### src/rtl/wave_capture.sv
// Capture stage feeding the waveform display: decimates the audio stream, arms on a
// positive zero crossing with hysteresis (or a timeout) and fills the idle RAM half.
module wave_capture #(
   parameter int DECIM   = 1,
   parameter int HYST    = 16,
   parameter int TIMEOUT = 1024
) (
   input  logic        clk,
   input  logic        reset,
   input  logic        new_sample_ready,
   input  logic [15:0] new_sample_in,
   input  logic        wave_display_idle,
   output logic [8:0]  write_address,
   output logic        write_enable,
   output logic [7:0]  write_sample,
   output logic        read_index,
   output logic [1:0]  capture_state
);

   typedef enum logic [1:0] {
      ST_ARMED  = 2'd0,
      ST_ACTIVE = 2'd1,
      ST_WAIT   = 2'd2
   } state_t;

   localparam logic [7:0]         DECIM_LAST   = 8'(DECIM - 1);
   localparam logic [15:0]        TIMEOUT_LAST = 16'(TIMEOUT - 1);
   localparam logic signed [15:0] HYST_NEG     = 16'(-HYST);

   state_t      state_q, state_d;
   logic [7:0]  decimCnt_q, decimCnt_d;
   logic [15:0] timeoutCnt_q, timeoutCnt_d;
   logic [7:0]  index_q, index_d;
   logic        lowSeen_q, lowSeen_d;
   logic        readIndex_q, readIndex_d;
   logic        writeEn_q, writeEn_d;
   logic [8:0]  writeAddr_q, writeAddr_d;
   logic [7:0]  writeData_q, writeData_d;

   logic accept;
   logic sampleLow;
   logic sampleNonNeg;
   logic doWrite;
   logic [7:0] writeIdx;

   // Next-state logic: a strobe only counts toward decimation outside WAIT, and the
   // accepted sample drives the trigger/capture decision in the same cycle.
   always_comb begin
      state_d      = state_q;
      decimCnt_d   = decimCnt_q;
      timeoutCnt_d = timeoutCnt_q;
      index_d      = index_q;
      lowSeen_d    = lowSeen_q;
      readIndex_d  = readIndex_q;
      writeEn_d    = 1'b0;
      writeAddr_d  = writeAddr_q;
      writeData_d  = writeData_q;
      doWrite      = 1'b0;
      writeIdx     = index_q;

      accept       = new_sample_ready && (state_q != ST_WAIT) && (decimCnt_q == DECIM_LAST);
      sampleLow    = $signed(new_sample_in) < HYST_NEG;
      sampleNonNeg = ~new_sample_in[15];

      if (new_sample_ready && (state_q != ST_WAIT)) begin
         decimCnt_d = accept ? 8'd0 : decimCnt_q + 8'd1;
      end

      case (state_q)
         ST_ARMED: begin
            if (accept) begin
               if (sampleLow) begin
                  lowSeen_d = 1'b1;
               end
               if ((lowSeen_q && sampleNonNeg) || (timeoutCnt_q == TIMEOUT_LAST)) begin
                  doWrite  = 1'b1;
                  writeIdx = 8'd0;
                  index_d  = 8'd1;
                  state_d  = ST_ACTIVE;
               end else begin
                  timeoutCnt_d = timeoutCnt_q + 16'd1;
               end
            end
         end
         ST_ACTIVE: begin
            if (accept) begin
               doWrite = 1'b1;
               index_d = index_q + 8'd1;
               if (index_q == 8'd255) begin
                  state_d = ST_WAIT;
               end
            end
         end
         ST_WAIT: begin
            if (wave_display_idle) begin
               readIndex_d  = ~readIndex_q;
               lowSeen_d    = 1'b0;
               timeoutCnt_d = 16'd0;
               state_d      = ST_ARMED;
            end
         end
         default: begin
            state_d = ST_ARMED;
         end
      endcase

      // Capture always targets the half the display does not own.
      if (doWrite) begin
         writeEn_d   = 1'b1;
         writeAddr_d = {~readIndex_q, writeIdx};
         writeData_d = {~new_sample_in[15], new_sample_in[14:8]};
      end
   end

   // State and registered write-port outputs.
   always_ff @(posedge clk) begin
      if (reset) begin
         state_q      <= ST_ARMED;
         decimCnt_q   <= 8'd0;
         timeoutCnt_q <= 16'd0;
         index_q      <= 8'd0;
         lowSeen_q    <= 1'b0;
         readIndex_q  <= 1'b0;
         writeEn_q    <= 1'b0;
         writeAddr_q  <= 9'd0;
         writeData_q  <= 8'd0;
      end else begin
         state_q      <= state_d;
         decimCnt_q   <= decimCnt_d;
         timeoutCnt_q <= timeoutCnt_d;
         index_q      <= index_d;
         lowSeen_q    <= lowSeen_d;
         readIndex_q  <= readIndex_d;
         writeEn_q    <= writeEn_d;
         writeAddr_q  <= writeAddr_d;
         writeData_q  <= writeData_d;
      end
   end

   assign write_enable  = writeEn_q;
   assign write_address = writeAddr_q;
   assign write_sample  = writeData_q;
   assign read_index    = readIndex_q;
   assign capture_state = state_q;

endmodule

### config.mk
export PLATFORM = sky130hd
export DESIGN_NAME = wave_capture
export DESIGN_NICKNAME = d
export VERILOG_FILES = /design/src/rtl/wave_capture.sv
export SDC_FILE = /design/constraint.sdc
export NUM_CORES = 1
export LEC_CHECK = 0
export CELL_PAD_IN_SITES_DETAIL_PLACEMENT = 1
export CELL_PAD_IN_SITES_GLOBAL_PLACEMENT = 2
export CORE_ASPECT_RATIO = 0.6
export CORE_MARGIN = 4
export CORE_UTILIZATION = 34
export CTS_CLUSTER_SIZE = 20
export DETAILED_ROUTE_END_ITERATION = 7
export GPL_ROUTABILITY_DRIVEN = 0
export PLACE_DENSITY = 0.91
export SKIP_CTS_REPAIR_TIMING = 1
export SYNTH_ARGS = -nofsm -noshare
export SYNTH_HDL_FRONTEND = slang
export SYNTH_SLANG_ARGS = --single-unit
### constraint.sdc
create_clock -name clk -period 2.97 [get_ports clk]
set_input_delay 0.297 -clock clk [delete_from_list [all_inputs] [get_ports clk]]
set_output_delay 0.297 -clock clk [all_outputs]
set_load 0.02 [all_outputs]
# Word level (Yosys, flattened, before mapping)
# Index checks and enable logic that the tools add are counted.
[totals]
register_bits = 54
inputBits = 20
output_inout_bits = 21
wordCells = 67
[classes]
add_sub_neg = 3
magnitude_cmp = 1
eq_ne = 12
n_mux = 27
bitwise = 2
reduce_logical = 13
[ops]
columns = ["operator", "count"]
rows = [
  ["$mux 8", 7],
  ["$mux 16", 3],
  ["$pmux 16 s2", 1],
  ["$add 16x1->16 const B", 1],
  ["$add 8x1->8 const B", 2],
  ["$eq 16x10->1 const B", 1],
  ["$lt 16x5->1 const B", 1],
  ["$ne 2x2->1 const B", 8],
  ["$pmux 8 s2", 1],
  ["$reduce_and 4->1", 3],
  ["$mux 2", 5],
  ["$eq 8x8->1 const B", 1],
  ["$logic_not 8->1", 1],
  ["$mux 1", 7],
  ["$pmux 2 s3", 1],
  ["$reduce_and 5->1", 1],
  ["$pmux 1 s2", 2],
  ["$reduce_bool 2->1", 2],
  ["$logic_and 1x1->1", 3],
  ["$eq 2x1->1 const B", 1],
  ["$eq 2x2->1 const B", 1],
  ["$logic_not 2->1", 1],
  ["$not 1->1", 2],
  ["$reduce_and 2->1", 1],
  ["$logic_or 1x1->1", 1],
]

# Logic depth before layout (Yosys ltp)
# Gate-level depths: netlist of the first run.
[depth]
word_depth = 7
mapped_depth = 9
depth_no_buf = 7

# Least setup slack after synthesis of the first run
# No wires, ideal clock.
[synth_timing]
path_type = "register to register"
startpoint = "register decimCnt_q[0]"
endpoint = "register index_q[5]"
setup_ns = 0.070
t_arrival_ns = 1.915
required_ns = 2.900
slack_ns = 0.984
stages_incl_launch_ff = 9
n_path_buf = 1
period_less_slack_ns = 1.986
cell_sequence = "dfxtp_1 -> inv_1 -> ha_1 -> nor4b_4 -> nand4b_4 -> a21o_1 -> buf_6 -> or4_1 -> a21oi_1"
[synth_via]
elab_chain_len = 4
word_cells_on_any_way = 5
cone_classes = "2 x eq/ne; 3 x reduce/logical"
[synth_rtl]
columns = ["element", "line", "text"]
rows = [
  ["from (decl)", "31", "logic [7:0] decimCnt_q, decimCnt_d;"],
  ["from (signal assigned)", "129", "decimCnt_q <= decimCnt_d;"],
  ["$logic_not 8->1 (*)", "61", "accept = new_sample_ready && (state_q != ST_WAIT) && (decimCnt_q == DECIM_LAST);"],
  ["$logic_and 1x1->1 (*)", "61", ""],
  ["$ne 2x2->1 (no line)", "n/a", ""],
  ["$reduce_and 4->1 (no line) (*)", "n/a", ""],
  ["to (signal assigned)", "131", "index_q <= index_d;"],
  ["to (decl)", "33", "logic [7:0] index_q, index_d;"],
]
# Every way passes the cells marked *; elsewhere a longest branch is shown, timed or not.
# A chain may end at the register's enable or synchronous reset.

# Final worst setup path of the first run
[layout_timing]
startpoint = "register decimCnt_q[0]"
endpoint = "register timeoutCnt_q[3]"
[layout_via]
elab_chain_len = 4
[layout_rtl]
columns = ["element", "line", "text"]
rows = [
  ["$logic_not 8->1", "61", ""],
  ["$logic_and 1x1->1", "61", ""],
  ["$ne 2x2->1 (no line)", "n/a", ""],
  ["$reduce_and 4->1 (no line)", "n/a", ""],
  ["to (signal assigned)", "130", "timeoutCnt_q <= timeoutCnt_d;"],
  ["to (decl)", "32", "logic [15:0] timeoutCnt_q, timeoutCnt_d;"],
]
# No other way between the ends.

==> run metrics, run 1 <==
hpwl dp 5070 µm; largest net degree at the start of global routing 28; fin nets about 340; required time of the critical path 3.19 ns; Chip Height 74.1 µm; Antenna diodes 0; P_leak between 0.001 and 0.0015 µW; clock tree from TritonCTS built; Tot GR Track Use 17.0%; Synth warnings 0; worst hold start write_sample[3]; Post-Syn Area 2470 µm²; Slew Viols, Final 0; post-synthesis sequential area ratio 43.7%; Avg Vias per Cell 5.48; met1 usage roughly 25%; WL/cell between 15 and 20 µm; final hold violation count 0; Slew HR between 30% and 40%; Crit Path Max Fanout 10; end-of-flow core utilization 45.0%; WP data arrival 2.65 ns; # IOs 41; Clk Latency, worst-skew pair 0.30 ns; RSZ-0062 raised after global routing false; Worst Tran Pin Value 0.913 ns; CTS buffer count 5; GRT met3 Usage around 5.3%; fin crit share 81.8%; Core Area 6880 µm²; syn avg cell area between 8 and 9 µm²; vias in the first global route 2287; Post-synth EDFFs 0; post-route minimum period 2.43 ns; Area growth syn-to-layout 25.1%; cells after synthesis 284; max cap viols 0; Initial Util 35.9%; DR iter-0 viols 92; clk slew on worst S/H paths 0.07 ns; via count 2230; post-route setup TNS 0 ns; Crit Path Category flop to flop; Die W 118 µm; CTS sink cnt 54; final setup vio count 0; Syn Nets 308; Setup crit start decimCnt_q[0]; skew final 0.00445 ns; die footprint 8750 µm²; DRT Pass-1 Iters 4; root buffer cell clkbuf_16; initial antenna violation count 0; remaining antenna violation count after routing 0; r2r startpoint decimCnt_q[0]; PortBufs 36; status finished, final reports clean; total congestion overflow 0; Yosys cell types 45; share of flip-flops with an asynchronous set or reset 0%; predominant post-synthesis flop cell dfxtp_1; f_max 0.412 GHz; htree depth 2; total wire length 6940 µm; Max VDD drop about 0.00018 V; Most Used Layer, Global Route met1; startpoint types flop; GRT met2 Usage 23.8%; Pwr per Cell Area 518 nW/µm²; layout cells sized above 1 6.56%; first-pass GRT wire length 11700 µm; HP Class flop to flop; drt drc 0; CTS Buffer Depth 2; #FFs+latches synth between 50 and 60; # rows 23; crit path capture type flop; WHS 0.459 ns
worst paths after layout:
check                    end  slack, ns  cells after the start
min reg2reg  write_sample[3]       0.46                      2
max reg2reg  timeoutCnt_q[3]       0.54                      7
min          write_sample[3]       0.46                      2
max          timeoutCnt_q[3]       0.54                      7
critical path, cell delays in order (launching register included):
cell and delay (ns):
dfxtp_1 0.36, inv_1 0.10, ha_1 0.15, nor4b_4 0.39
a31oi_1 0.42, buf_4 0.30, or4_1 0.46, a21oi_1 0.16
area by class of cell:
cell class,count,area [µm²]
sequential,54,1080
clock buffer,5,125
tap,87,109
timing repair buffer,42,405
inverter,4,15.0
multi-input combinational,212,1310
fill,811,3790
clock inverter,3,45.0
cell families after synthesis:
family | Yosys count | share of synthesized area (%)
AOI/OAI and AO/OA | 69 | 18.0
xor gates and xnor gates | 8 | 2.83
adders and majority gates | 4 | 2.02
buffers and inverters | 18 | 3.24
DFF | 54 | 43.7
muxes | 1 | 0.455
and+or+nand+nor | 130 | 29.8
flip-flops by register name (all words and copies together), names as in the netlist:
| signal | flops |
|---|---|
| timeoutCnt_q | 16 |
| index_q | 8 |
| write_enable | 1 |
| write_sample | 8 |
| decimCnt_q | 8 |
| lowSeen_q | 1 |
| read_index | 1 |
| capture_state | 2 |
| write_address | 9 |
through the flow:
| stage | cell area, µm² | setup slack, ns | cells | total power (µW) |
|---|---|---|---|---|
| after floorplan | 2470 | 0.984 | 284 | 863 |
| after global placement | 2920 | 0.605 | 399 | 933 |
| after detailed placement | 2920 | 0.503 | 399 | 938 |
| after CTS | 3090 | 0.534 | 407 | 1620 |
| after global routing | 3090 | 0.318 | 407 | 1680 |
| final | 3090 | 0.540 | 407 | 1600 |
layer usage:
layer | wire [µm] | part of all wire (%)
met5 | 0 | 0
met1 | 3800 | 55
met4 | 90 | 1.3
met3 | 372 | 5.4
met2 | 2680 | 39
cell usage after synthesis, types with 2 or more instances:
cell	number	share of area, %
a211oi_1	4	1.2
a21oi_1	28	5.7
a22o_1	8	2.8
and2_1	3	0.76
and3_1	4	1.0
and4_1	4	1.4
buf_2	4	0.81
clkbuf_1	8	1.2
dfxtp_1	54	44
ha_1	4	2.0
inv_1	4	0.61
nand2_1	31	4.7
nand2b_1	3	0.76
nand3_1	15	3.0
nand4_1	13	3.3
nor2_1	23	3.5
nor3_1	2	0.40
nor3b_1	2	0.61
nor4_1	2	0.51
o211ai_1	5	1.5
o21ai_0	8	1.6
o31ai_1	9	2.7
or3_1	7	1.8
or4_1	12	3.6
xnor2_1	2	0.71
xor2_1	6	2.1
cells in the final DEF (no fill, tap or decap), types with 3 or more instances in the layout:
cell type and n:
a211oi_1 4, a21oi_1 28, a22o_1 8, and2_1 3
and3_1 4, and4_1 4, buf_4 6, clkbuf_16 5
clkdlybuf4s50_1 36, dfxtp_1 54, ha_1 4, inv_1 4
nand2_1 31, nand2b_1 3, nand3_1 15, nand4_1 13
nor2_1 23, o211ai_1 5, o21ai_0 8, o31ai_1 9
or3_1 7, or4_1 12, xor2_1 6
power breakdown:
part | leakage, µW | switching, µW | internal [µW]
logic | 0.000534 | 97.6 | 69.3
clock network | 0.0000760 | 283 | 398
registers | 0.000437 | 15.2 | 739
total | 0.00105 | 395 | 1210
Power figures use the tool's default switching activity.
==> run 2: changes to the inputs <==
--- a/config.mk
+++ b/config.mk
@@ -9,11 +9,11 @@
 export CELL_PAD_IN_SITES_GLOBAL_PLACEMENT = 2
 export CORE_ASPECT_RATIO = 0.6
 export CORE_MARGIN = 4
-export CORE_UTILIZATION = 34
+export CORE_UTILIZATION = 28
 export CTS_CLUSTER_SIZE = 20
 export DETAILED_ROUTE_END_ITERATION = 7
 export GPL_ROUTABILITY_DRIVEN = 0
-export PLACE_DENSITY = 0.91
+export PLACE_DENSITY = 0.81
 export SKIP_CTS_REPAIR_TIMING = 1
 export SYNTH_ARGS = -nofsm -noshare
 export SYNTH_HDL_FRONTEND = slang
==> constraint.sdc (replaced) <==
create_clock -name clk -period 2.21 [get_ports clk]
set_input_delay 0.221 -clock clk [delete_from_list [all_inputs] [get_ports clk]]
set_output_delay 0.221 -clock clk [all_outputs]
set_load 0.02 [all_outputs]
==> run 2 against run 1 <==
  * Die area increased by 19%
  * Non-clock buffer count increased by 26
  * Combinational power increased by 67%
  * Cell area increased by 8.8%
  * Final cell count increased by 12%
  * Global-route usage decreased by 2.3 points
  * Critical endpoint is now index_q[6]
==> run metrics, run 2 (synthesized netlist as in run 1, its figures left out) <==
status finished, final reports clean (unchanged); placed cells 449 (was 399); commonest non-fill, non-tap cell in the layout dfxtp_1 (unchanged); required time of the critical path 2.44 ns (was 3.19 ns); final setup vio count 0 (unchanged); fin nets 369 (was 343); clock tree from TritonCTS built (unchanged); post-route minimum period 2.09 ns (was 2.43 ns); total wire length 7280 µm (was 6940 µm); PortBufs 36 (unchanged); Slew HR 63.9% (was 38.9%); Crit Path Max Fanout 7 (was 10); path depth of the worst reg2reg path 5 (was 7); largest net degree at the start of global routing 29 (was 28); crit path capture type flop (unchanged); vias in the first global route 2350 (was 2287); Initial Util 28.9% (was 35.9%); drt drc 0 (unchanged); max cap viols 0 (unchanged); most frequent cells in the layout dfxtp_1 (54), clkdlybuf4s50_1 (36), nand2_1 (31), buf_4 (30), a21oi_1 (28) (was dfxtp_1 (54), clkdlybuf4s50_1 (36), nand2_1 (31), a21oi_1 (28), nor2_1 (23)); CTS sink cnt 54 (unchanged); die footprint 10400 µm² (was 8750 µm²); P_leak 0.00119 µW (was 0.00105 µW); clk slew on worst S/H paths 0.07 ns (about the same); Placement Setup Slack -0.0330 ns (was 0.503 ns); htree depth 2 (unchanged); f_max 0.478 GHz (was 0.412 GHz); root buffer cell clkbuf_16 (unchanged); Area growth syn-to-layout 36.0% (was 25.1%); final hold violation count 0 (unchanged); Biggest register timeoutCnt_q (unchanged); end-of-flow core utilization 39.3% (was 45.0%); initial antenna violation count 0 (unchanged); Tot GR Track Use 14.7% (was 17.0%); DR iter-0 viols 87 (was 92); fill count 1006 (was 811); Die W 129 µm (was 118 µm); CTS buffer count 5 (unchanged); fin worst setup slack 0.120 ns (was 0.540 ns); Slew Viols, Final 0 (unchanged); RSZ-0062 raised after global routing true (was false); Antenna diodes 0 (unchanged); HP Class flop to flop (unchanged); layout cells sized above 1 14.5% (was 6.56%); Max VDD drop 0.000272 V (was 0.000183 V); total congestion overflow 0 (unchanged); WL/cell 15.9 µm (was 17.1 µm); Core Area 8560 µm² (was 6880 µm²); startpoint types flop (unchanged); Avg Vias per Cell 5.13 (was 5.48); WHS 0.454 ns (was 0.459 ns); remaining antenna violation count after routing 0 (unchanged); Tot Pwr 2200 µW (was 1600 µW); max reg flops 16 (unchanged); DRT Pass-1 Iters 4 (unchanged); # IOs 41 (unchanged); via count 2344 (was 2230); # rows 26 (was 23); Worst Tran Pin Value 0.540 ns (was 0.913 ns); CTS Buffer Depth 2 (unchanged); first-pass GRT wire length 12000 µm (was 11700 µm); fin crit share 94.6% (was 81.8%); Hold Path Stages 2 (unchanged); Crit Path Category flop to flop (unchanged); Chip Height 80.8 µm (was 74.1 µm); skew final 0.00372 ns (was 0.00445 ns); WP data arrival 2.32 ns (was 2.65 ns); Clk Latency, worst-skew pair 0.29 ns (was 0.30 ns); hpwl dp 5450 µm (was 5070 µm); Pwr per Cell Area 656 nW/µm² (was 518 nW/µm²); post-route insts no fill 457 (was 407)
==> run 2: worst paths after layout <==
path / startpoint / to / slack [ns]
setup / recovery: timeoutCnt_q[11] / index_q[6] / 0.12
hold / removal: write_sample[6] / write_sample[6] / 0.45
setup reg to reg: timeoutCnt_q[11] / index_q[6] / 0.12
hold reg to reg: write_sample[6] / write_sample[6] / 0.45
==> run 2: metrics by stage <==
| stage | TNS, ns | instance area [µm²] |
|---|---|---|
| final | 0 | 3360 |
| after CTS | 0 | 3330 |
| after global routing | -0.0154 | 3360 |
| after detailed placement | -0.0330 | 3170 |
| after floorplan | 0 | 2470 |
| after global placement | -0.0111 | 3170 |
==> run 2: routing by layer <==
layer | global-route usage [%] | part of all wire (%) | vias up
met5 | 0 | 0 | -
met4 | 3.14 | 0.58 | 0
met1 | 21.1 | 53 | 1131
li1 | - | - | 1173
met3 | 4.07 | 4.9 | 4
met2 | 21.9 | 42 | 36
==> run 2: area by class of cell <==
class / count / area [µm²] / share of cell area (%)
flip-flops and latches: 54 / 1080 / 32.1
well taps: 112 / 140 / 4.17
repair buffers: 68 / 626 / 18.6
clock inverters: 1 / 30.0 / 0.893
multi-input cells: 212 / 1330 / 39.6
clock buffers: 6 / 139 / 4.13
inverters: 4 / 15.0 / 0.446
==> run 2: where the power goes <==
part           switching, µW  total (µW)  internal [µW]  leakage [µW]
Clock                    357         917            560     0.0000829
Sequential              14.4        1010            994      0.000437
Combinational            150         279            130      0.000670
Total                    522        2200           1680       0.00119
==> run 2: worst max-delay path: stages, from the launching register on <==
cell and delay (ns):
dfxtp_1 0.34, nor4_1 0.38, nand4_1 0.31, a21o_4 0.32, or4_1 0.51, a21oi_1 0.15
